### src/rtl/network_interface.sv
// network_interface
//   AXI4-Lite slave bridging a CPU core to its NoC router port.
//   CPU stores to DATA queue 32-bit spike packets into a TX FIFO that drains
//   onto the router; router packets land in an RX FIFO popped by CPU loads
//   from DATA. A level interrupt flags pending RX packets.
//
// Register map (decoded on addr[3:2]):
//   0x0 DATA   W: push TX (SLVERR if full)   R: pop RX (SLVERR, 0 if empty)
//   0x4 STATUS R: [0] tx_full [1] tx_empty [2] rx_full [3] rx_empty
//               [15:8] tx_count [23:16] rx_count; writes ignored (OKAY)
//   0x8 CTRL   [0] irq_en (reset 1), written only when wstrb[0]=1
//   0xC        unmapped, SLVERR both ways
//
// Ports:
//   cpu_clk, cpu_rst_n          clock, asynchronous active-low reset
//   axi_aw*/axi_w*/axi_b*       AXI4-Lite write address/data/response
//   axi_ar*/axi_r*              AXI4-Lite read address/data
//   net_tx_packet/valid/ready   TX FIFO head toward the router (FWFT)
//   net_rx_packet/valid/ready   packets arriving from the router
//   cpu_interrupt               irq_en && RX FIFO non-empty
//
// Handshakes: every channel transfers on a clock edge where valid && ready
// are both high. AW and W are accepted together only (awready = wready =
// awvalid && wvalid && !bvalid); AR is accepted while no read response is
// pending. B and R hold valid with stable payload until their ready.
module network_interface #(
  parameter int ROUTER_ADDR_WIDTH = 4,
  parameter int NEURON_ADDR_WIDTH = 12,
  parameter int FIFO_DEPTH        = 4
) (
  input  logic        cpu_clk,
  input  logic        cpu_rst_n,
  input  logic [31:0] axi_awaddr,
  input  logic        axi_awvalid,
  output logic        axi_awready,
  input  logic [31:0] axi_wdata,
  input  logic [3:0]  axi_wstrb,
  input  logic        axi_wvalid,
  output logic        axi_wready,
  output logic [1:0]  axi_bresp,
  output logic        axi_bvalid,
  input  logic        axi_bready,
  input  logic [31:0] axi_araddr,
  input  logic        axi_arvalid,
  output logic        axi_arready,
  output logic [31:0] axi_rdata,
  output logic [1:0]  axi_rresp,
  output logic        axi_rvalid,
  input  logic        axi_rready,
  output logic [31:0] net_tx_packet,
  output logic        net_tx_valid,
  input  logic        net_tx_ready,
  input  logic [31:0] net_rx_packet,
  input  logic        net_rx_valid,
  output logic        net_rx_ready,
  output logic        cpu_interrupt
);

  localparam int PTR_W     = $clog2(FIFO_DEPTH);
  localparam int CNT_W     = PTR_W + 1;
  localparam int PAYLOAD_W = 32 - ROUTER_ADDR_WIDTH - NEURON_ADDR_WIDTH;
  localparam logic [CNT_W-1:0] DEPTH_C = CNT_W'(FIFO_DEPTH);

  localparam logic [1:0] RESP_OKAY   = 2'b00;
  localparam logic [1:0] RESP_SLVERR = 2'b10;
  localparam logic [1:0] REG_DATA    = 2'd0;
  localparam logic [1:0] REG_STATUS  = 2'd1;
  localparam logic [1:0] REG_CTRL    = 2'd2;

  // Pointers carry one extra wrap bit so full and empty are distinguishable.
  logic [31:0]      tx_mem [FIFO_DEPTH];
  logic [31:0]      rx_mem [FIFO_DEPTH];
  logic [PTR_W:0]   tx_wptr, tx_rptr, rx_wptr, rx_rptr;
  logic [CNT_W-1:0] tx_count, rx_count;
  logic             tx_full, tx_empty, rx_full, rx_empty;
  logic             irq_en;

  logic        wr_accept, rd_accept;
  logic [1:0]  wr_sel, rd_sel;
  logic        tx_push, tx_pop, rx_push, rx_pop;
  logic [1:0]  wr_resp, rd_resp;
  logic [31:0] rd_data, status_word, tx_wpacket;

  assign tx_count = tx_wptr - tx_rptr;
  assign rx_count = rx_wptr - rx_rptr;
  assign tx_full  = (tx_count == DEPTH_C);
  assign tx_empty = (tx_count == '0);
  assign rx_full  = (rx_count == DEPTH_C);
  assign rx_empty = (rx_count == '0);

  // Ready outputs are forced low while reset is asserted.
  assign wr_accept   = cpu_rst_n && axi_awvalid && axi_wvalid && !axi_bvalid;
  assign rd_accept   = cpu_rst_n && axi_arvalid && !axi_rvalid;
  assign axi_awready = wr_accept;
  assign axi_wready  = wr_accept;
  assign axi_arready = cpu_rst_n && !axi_rvalid;

  assign wr_sel = axi_awaddr[3:2];
  assign rd_sel = axi_araddr[3:2];

  // Packet rebuilt from its router / neuron / payload fields; the fields are
  // carried transparently so this is the write data unchanged.
  assign tx_wpacket = {axi_wdata[31 -: ROUTER_ADDR_WIDTH],
                       axi_wdata[31-ROUTER_ADDR_WIDTH -: NEURON_ADDR_WIDTH],
                       axi_wdata[PAYLOAD_W-1:0]};

  // Full check uses the registered count, so a same-edge network pop does
  // not make room for the CPU push.
  assign tx_push = wr_accept && (wr_sel == REG_DATA) && !tx_full;
  assign tx_pop  = !tx_empty && net_tx_ready;
  assign rx_push = net_rx_valid && !rx_full;
  assign rx_pop  = rd_accept && (rd_sel == REG_DATA) && !rx_empty;

  assign net_tx_valid  = !tx_empty;
  assign net_tx_packet = tx_empty ? 32'h0 : tx_mem[tx_rptr[PTR_W-1:0]];
  assign net_rx_ready  = !rx_full;
  assign cpu_interrupt = irq_en && !rx_empty;

  assign status_word = {8'h00, 8'(rx_count), 8'(tx_count), 4'h0,
                        rx_empty, rx_full, tx_empty, tx_full};

  always_comb begin
    wr_resp = RESP_SLVERR;
    case (wr_sel)
      REG_DATA:   wr_resp = tx_full ? RESP_SLVERR : RESP_OKAY;
      REG_STATUS: wr_resp = RESP_OKAY;
      REG_CTRL:   wr_resp = RESP_OKAY;
      default:    wr_resp = RESP_SLVERR;
    endcase
  end

  // Read data reflects state before any update on the accepting edge.
  always_comb begin
    rd_data = 32'h0;
    rd_resp = RESP_SLVERR;
    case (rd_sel)
      REG_DATA: begin
        if (!rx_empty) begin
          rd_data = rx_mem[rx_rptr[PTR_W-1:0]];
          rd_resp = RESP_OKAY;
        end
      end
      REG_STATUS: begin
        rd_data = status_word;
        rd_resp = RESP_OKAY;
      end
      REG_CTRL: begin
        rd_data = {31'h0, irq_en};
        rd_resp = RESP_OKAY;
      end
      default: begin
        rd_data = 32'h0;
        rd_resp = RESP_SLVERR;
      end
    endcase
  end

  always_ff @(posedge cpu_clk or negedge cpu_rst_n) begin
    if (!cpu_rst_n) begin
      tx_wptr    <= '0;
      tx_rptr    <= '0;
      rx_wptr    <= '0;
      rx_rptr    <= '0;
      irq_en     <= 1'b1;
      axi_bvalid <= 1'b0;
      axi_bresp  <= 2'b00;
      axi_rvalid <= 1'b0;
      axi_rresp  <= 2'b00;
      axi_rdata  <= 32'h0;
    end else begin
      if (tx_push) tx_wptr <= tx_wptr + 1'b1;
      if (tx_pop)  tx_rptr <= tx_rptr + 1'b1;
      if (rx_push) rx_wptr <= rx_wptr + 1'b1;
      if (rx_pop)  rx_rptr <= rx_rptr + 1'b1;

      if (wr_accept && (wr_sel == REG_CTRL) && axi_wstrb[0]) irq_en <= axi_wdata[0];

      // wr_accept implies !bvalid, so the two branches never overlap.
      if (wr_accept) begin
        axi_bvalid <= 1'b1;
        axi_bresp  <= wr_resp;
      end else if (axi_bready) begin
        axi_bvalid <= 1'b0;
      end

      if (rd_accept) begin
        axi_rvalid <= 1'b1;
        axi_rresp  <= rd_resp;
        axi_rdata  <= rd_data;
      end else if (axi_rready) begin
        axi_rvalid <= 1'b0;
      end
    end
  end

  // Storage needs no reset: only entries between the pointers are visible.
  always_ff @(posedge cpu_clk) begin
    if (tx_push) tx_mem[tx_wptr[PTR_W-1:0]] <= tx_wpacket;
    if (rx_push) rx_mem[rx_wptr[PTR_W-1:0]] <= net_rx_packet;
  end

  logic unused_bits;
  assign unused_bits = ^{axi_awaddr[31:4], axi_awaddr[1:0],
                         axi_araddr[31:4], axi_araddr[1:0], axi_wstrb[3:1]};

endmodule

### config.mk
export PLATFORM = sky130hd
export DESIGN_NAME = network_interface
export DESIGN_NICKNAME = d
export VERILOG_FILES = /design/src/rtl/network_interface.sv
export SDC_FILE = /design/constraint.sdc
export NUM_CORES = 1
export LEC_CHECK = 0
export BUFFER_PORTS_ARGS = -buffer_cell sky130_fd_sc_hd__buf_2
export CAP_MARGIN = 5
export CORE_ASPECT_RATIO = 0.75
export CORE_UTILIZATION = 25
export CTS_CLUSTER_DIAMETER = 80
export CTS_CLUSTER_SIZE = 8
export DETAILED_ROUTE_END_ITERATION = 12
export SYNTH_ARGS = -nofsm -noshare
export SYNTH_HDL_FRONTEND = slang
export SYNTH_SLANG_ARGS = --single-unit
### constraint.sdc
create_clock -name cpu_clk -period 5.3 [get_ports cpu_clk]
set_clock_uncertainty 0.1 [all_clocks]
set_input_delay 0.265 -clock cpu_clk [delete_from_list [all_inputs] [get_ports cpu_clk]]
set_output_delay 0.265 -clock cpu_clk [all_outputs]
set_load 0.02 [all_outputs]
==> impl_metrics.csv, run 1 <==
group,metric,value,unit
synthesis,synth_top_area_frac,0.6401,
routing,via_per_inst,4.234,
floorplan,ioPinCount,217,
critical_path,reg2regPathDepth,6,
clocking,postCtsSetupBuffers,0,
floorplan,core_region_area,0.04740,mm²
clocking,cts_resized,0,
synthesis,synth_edf_count,256,
grt,grt-ovfl-total,0,
pwr,p_per_area,550.3,mW/mm²
sta,hold_viol,0,
critical_path,worstSetupPathType,"reg -> out",
synthesis,syn_area,0.01201,mm²
critical_path,r2r_slack,2.02,ns
outcome,status,"finished with violations",
worst_hold_path,hp-start,"axi_wstrb[0]",
layout,fill_cells,4563,
critical_path,critPathRequiredTime,4.93,ns
placement,gp_congestion,0.7098,
routing,ant_nets,0,
critical_path,end_kind,"primary output",
synthesis,yosysSeqAreaShare,0.7423,
sta,setup_viol,0,
synthesis,synth_ff_type,"edfxtp_1",
routing,drtIter0Drc,391,
sta,relSlewSlack,0.3612,
synthesis,synth.distinct_cells,47,
grt,grt_pass1_vias,6868,
sta,fin_crit,3.364,ns
layout,fin_nets,1037,
sta,tns,0,ns
clocking,cts_sinks,305,
grt,grtUsageTotal,0.1147,
sta,fin_crit_sh,0.6347,
clocking,cts_tree,"yes",
critical_path,cp_max_fo,34,
worst_hold_path,min_to,"irq_en",
grt,grt_first_pass_wirelength,41.64,mm
synthesis,netlist_instances,630,
worst_hold_path,holdCritPathClass,"in -> reg",
routing,firstDrtPassIters,8,
critical_path,r2r_end,"rx_mem[1][26]",
sta,tightest_slew,0.9583,ns
clocking,clockBufferDepth,3,
synthesis,syn_area_per_cell,19.06,µm²
worst_hold_path,worstHoldPathCells,3,
synthesis,async_reset_ff_frac,0.1607,
layout,fin_cells,1546,
critical_path,arrival,3.00,ns
placement,portBuffers,151,
routing,vias,6546,
clocking,clkTransAtPathRegs,0.06,ns
pwr,ir_drop,0.0002794,V
synthesis,ys_ff_latch,305,
grt,grt_max_degree,36,
pwr,power_leakage,5.580,nW
critical_path,start_kind,"flip-flop",
layout,area_growth,28.92,%
synthesis,yosys.cell_count.top_type,"edfxtp_1",
floorplan,die_y,191.8,µm
clocking,htreeDepth,2,
run,maxCapViolCount,0,
placement,dp_cells,1400,
placement,dp_hpwl,16.28,mm
routing,post-route-drc-count,4,
floorplan,die_w,255.1,µm
grt,antenna_found_initial,3,
synthesis,yosys.area.top_type,"edfxtp_1",
synthesis,ys_top_cells_by_count,"edfxtp_1 (256), nand2_1 (65), mux4_2 (64)",
routing,post_drt_wl_per_cell,17.80,µm
floorplan,start_util,0.2534,
floorplan,die_area,0.04893,mm²
critical_path,slowest_stage,"fa_1",
critical_path,path_cells,"inv_1 -> ha_1 -> fa_1 -> and2_1 -> nand2b_4 -> and2_1 -> buf_2",
layout,drive_gt1_frac,0.3319,
sta,fmax,297.3,MHz
routing,totalWireLength,27.52,mm
sta,drv_slew,0,
sta,rsz0062_at_grt,"false",
outcome,violations,"design-rule violations",
clocking,numCtsBuffers,44,
clocking,clkLatencyLatePin,0.55,ns
critical_path,r2r_start,"rx_rptr[1]",
critical_path,worst_path_most_repeated_cell,"and2_1",
synthesis,ys_warn_count,0,
clocking,root_buffer,"clkbuf_16",
floorplan,rows,69,
critical_path,cpPeakStageDelay,0.53,ns
synthesis,synth_area_leaders,"edfxtp_1 (64%), mux4_2 (12%), dfrtp_1 (10%)",
## how the worst max path moves through the flow
stage / startpoint / end / slack [ns]
2_1_floorplan: rx_rptr[1] / rx_mem[3][0] / 1.46
3_3_place_gp: rx_rptr[1] / rx_mem[0][30] / 1.94
3_5_place_dp: rx_rptr[1] / rx_mem[1][13] / 1.94
4_1_cts: tx_wptr[0] / net_tx_packet[21] / 1.82
5_1_grt: tx_wptr[0] / net_tx_packet[21] / 1.74
6_report: tx_wptr[0] / net_tx_packet[21] / 1.94
## timing repair
| item | 4_1_cts | 5_1_grt |
|---|---|---|
| hold buffers | 69 | 0 |
| hold endpoints to repair | 310 | 0 |
| endpoints found under the setup margin | 0 | 0 |
## power breakdown
| group | switching [W] | total, W | internal [W] |
|---|---|---|---|
| Clock | 0.000998 | 0.00254 | 0.00154 |
| Sequential | 0.000139 | 0.00317 | 0.00303 |
| Combinational | 0.00169 | 0.00282 | 0.00113 |
## cells by family after synthesis
kind of cell / after synthesis / share of synthesized area
multiplexers: 69 / 0.1247
XOR/XNOR: 11 / 0.01188
buffers and inverters: 51 / 0.01917
adder cells (fa/ha/maj): 20 / 0.02209
other: 1 / 0.0003123
flip-flops: 305 / 0.7423
AND/OR/NAND/NOR: 119 / 0.04918
AO/OA/AOI/OAI: 54 / 0.03032
## flip-flops by register name (all words and copies together) (netlist names), 3 cells and up
register   count
rx_wptr        3
tx_mem       128
tx_wptr        3
rx_rptr        3
axi_rdata     32
rx_mem       128
tx_rptr        3
## cell type report
class / count / area [µm²] / share of cell area
repair buffers: 232 / 1536 / 0.09924
well taps: 639 / 799.5 / 0.05164
multi-input cells: 275 / 2900 / 0.1873
clock inverters: 5 / 58.81 / 0.003798
inverters: 18 / 67.56 / 0.004364
flip-flops and latches: 305 / 8917 / 0.5760
diodes: 3 / 7.507 / 0.0004849
clock buffers: 69 / 1195 / 0.07718
## layout by cell type, fill, tap and decap left out, drive strengths merged, types with 2 or more instances in the layout
master,instances
and2,36
and3,3
xnor2,6
nor2,2
a31oi,2
nand2,65
nand2b,2
clkbuf,69
o211ai,3
ha,18
clkinv,5
mux4,64
o21ai,33
nand3,3
xor3,2
buf,163
diode,3
conb,2
dlygate4sd3,69
fa,2
dfrtp,48
a211oi,2
mux2,5
xor2,2
a32oi,6
o221ai,4
edfxtp,256
nor2b,2
inv,18
o2111ai,2
## per-stage QoR
stage               hold slack (ns)  setup slack (ns)  power (W)  instance area [µm²]  utilization
floorplan                   -0.1306             1.465   0.005135                12010            -
global placement             0.3439             1.943   0.006034                13530       0.2855
detailed placement           0.3532             1.939   0.006067                13530       0.2855
CTS                         0.04202             1.822   0.008692                15470       0.3265
global route                0.05180             1.741   0.009015                15470       0.3265
finish                      0.06880             1.936   0.008520                15480       0.3267
## layer usage
| layer | routed length (µm) | share of wire | GRT usage |
|---|---|---|---|
| met5 | 10 | 0.00036 | 0 |
| met1 | 12720 | 0.46 | 0.1538 |
| met3 | 2082 | 0.076 | 0.03998 |
| met4 | 448 | 0.016 | 0.03455 |
| met2 | 12260 | 0.45 | 0.1739 |
## critical path, delay by kind of cell, from the launching register on
family	cells	cell delay [ns]
fa+ha+maj	2	0.75
simple gates	3	1.03
flops	1	0.37
buf+inv	2	0.27
No activity file was read; power rests on OpenSTA's default activity.
==> run 2, diff against run 1 <==
clock period = 3.2 ns   (was 5.3 ns; I/O delays follow)
==> run 2 against run 1 <==
Compared with the run above: critical path type unchanged; the flow now finishes without violations; critical endpoint is now net_tx_packet[3]; power grew 69%; die area is the same; largest power group unchanged; largest cell class unchanged; worst hold slack lost 0.017 ns; final cell count grew 0.97%.
==> impl_metrics.csv, run 2 (synthesis gave the netlist of run 1 again) <==
group,metric,value,unit
outcome,status,"finished clean",
sta,tns,0,ns
layout,fin_cells,1561,
sta,setup_viol,0,
clocking,numCtsBuffers,44,
routing,post_drt_wl_per_cell,17.73,µm
clocking,root_buffer,"clkbuf_16",
pwr,p_per_area,916.9,mW/mm²
floorplan,rows,69,
critical_path,cpPeakStageDelay,0.53,ns
sta,fmax,328.7,MHz
critical_path,start_kind,"flip-flop",
clocking,clkTransAtPathRegs,0.05,ns
critical_path,crit_family,"adder cells",
sta,tightest_slew,0.7430,ns
critical_path,r2r_start,"tx_wptr[0]",
floorplan,die_w,255.1,µm
clocking,clockBufferDepth,3,
layout,mostFrequentLayoutCell,"edfxtp_1",
sta,fin_crit_sh,0.9508,
routing,ant_nets,0,
critical_path,path_cells,"inv_1 -> ha_1 -> fa_1 -> and2_1 -> buf_6 -> nand2b_4 -> and2_1 -> buf_2",
floorplan,ioPinCount,217,
worst_hold_path,min_to,"axi_rresp[1]",
placement,gp_congestion,0.7150,
sta,rsz0062_at_grt,"false",
worst_hold_path,hp-start,"axi_araddr[2]",
floorplan,start_util,0.2534,
sta,fin_crit,3.043,ns
grt,grtUsageTotal,0.1152,
sta,relSlewSlack,0.5046,
sta,fin_hold_ws,0.05204,ns
placement,dp_cells,1412,
layout,fin_nets,1056,
placement,dp_hpwl,16.38,mm
floorplan,core_region_area,0.04740,mm²
routing,via_per_inst,4.238,
grt,grt_max_degree,35,
pwr,power_leakage,5.677,nW
critical_path,reg2regPathDepth,7,
clocking,htreeDepth,2,
critical_path,slowest_stage,"fa_1",
floorplan,die_area,0.04893,mm²
critical_path,cp_max_fo,17,
routing,vias,6615,
routing,drtIter0Drc,358,
layout,mostFrequentLayoutCells,"edfxtp_1 (256), buf_2 (151), dlygate4sd3_1 (74)",
floorplan,die_y,191.8,µm
critical_path,arrival,2.78,ns
sta,hold_viol,0,
clocking,cts_sinks,305,
grt,antenna_found_initial,3,
grt,grt-ovfl-total,0,
worst_hold_path,worstHoldPathCells,5,
layout,fill_cells,4542,
worst_hold_path,holdCritPathClass,"in -> reg",
routing,post-route-drc-count,0,
critical_path,critPathRequiredTime,2.94,ns
pwr,ir_drop,0.0004975,V
critical_path,r2r_end,"tx_mem[1][9]",
critical_path,path_buf_inv,3,
routing,firstDrtPassIters,4,
placement,portBuffers,151,
critical_path,end_kind,"primary output",
routing,totalWireLength,27.68,mm
run,maxCapViolCount,0,
clocking,clkLatencyLatePin,0.54,ns
critical_path,worst_path_most_repeated_cell,"and2_1",
layout,area_growth,30.67,%
grt,grt_pass1_vias,6984,
layout,drive_gt1_frac,0.3391,
critical_path,r2r_slack,0.40,ns
clocking,cts_tree,"yes",
grt,grt_first_pass_wirelength,42.25,mm
critical_path,worstSetupPathType,"reg -> out",
sta,drv_slew,0,
## run 2: timing repair
| item | in CTS | in global routing |
|---|---|---|
| endpoints found under the setup margin | 27 | 7 |
| buffers inserted | 0 | 0 |
| hold endpoints to repair | 316 | 0 |
| gates cloned | 1 | 1 |
| resized for setup | 1 | 1 |
| hold buffers | 74 | 0 |
## run 2: tightest hold or removal path: stages
cell	delay, ns
buf_2	0.12
inv_1	0.07
ha_1	0.12
or2_2	0.09
a31oi_1	0.08
## run 2: worst max-delay path by stage
stage,from,cells after the start,to,slack [ns]
after floorplan,rx_rptr[1],6,rx_mem[3][0],0.01
after global routing,tx_wptr[0],8,net_tx_packet[29],0.03
final,tx_wptr[0],8,net_tx_packet[3],0.16
after global placement,tx_wptr[0],7,tx_mem[1][11],0.49
after detailed placement,tx_wptr[0],7,tx_mem[1][11],0.43
after CTS,tx_wptr[0],8,net_tx_packet[31],0.06
## run 2: report_power, final
group / internal [W] / switching [W] / total (W)
logic: 0.00205 / 0.00297 / 0.00502
clock network: 0.00253 / 0.00162 / 0.00414
registers: 0.00500 / 0.000220 / 0.00522
total: 0.00958 / 0.00480 / 0.0144
## run 2: area by class of cell
type,count,area (µm²),share of cell area
Inverter,18,67.56,0.004306
Tap cell,639,799.5,0.05095
Clock buffer,68,1191,0.07590
Multi-Input combinational cell,277,2923,0.1863
Timing Repair Buffer,249,1755,0.1119
Clock inverter,3,33.78,0.002153
Sequential cell,305,8917,0.5682
Antenna cell,2,5.005,0.0003189
## run 2: layer usage
metal | vias up | routed length, µm | GRT usage
met5 | - | 13 | 0
met1 | 3412 | 12540 | 0.1528
met4 | 2 | 465 | 0.03155
met2 | 176 | 12690 | 0.1800
li1 | 2989 | - | -
met3 | 36 | 1979 | 0.03740
## run 2: through the flow
stage / instance area (µm²) / total power (W) / util / worst slack (ns)
6_report: 15690 / 0.01439 / 0.3311 / 0.1575
5_1_grt: 15690 / 0.01523 / 0.3310 / 0.02555
4_1_cts: 15680 / 0.01460 / 0.3307 / 0.05559
3_5_place_dp: 13700 / 0.01020 / 0.2890 / 0.4277
2_1_floorplan: 12030 / 0.008521 / - / 0.01434
3_3_place_gp: 13700 / 0.01011 / 0.2890 / 0.4902
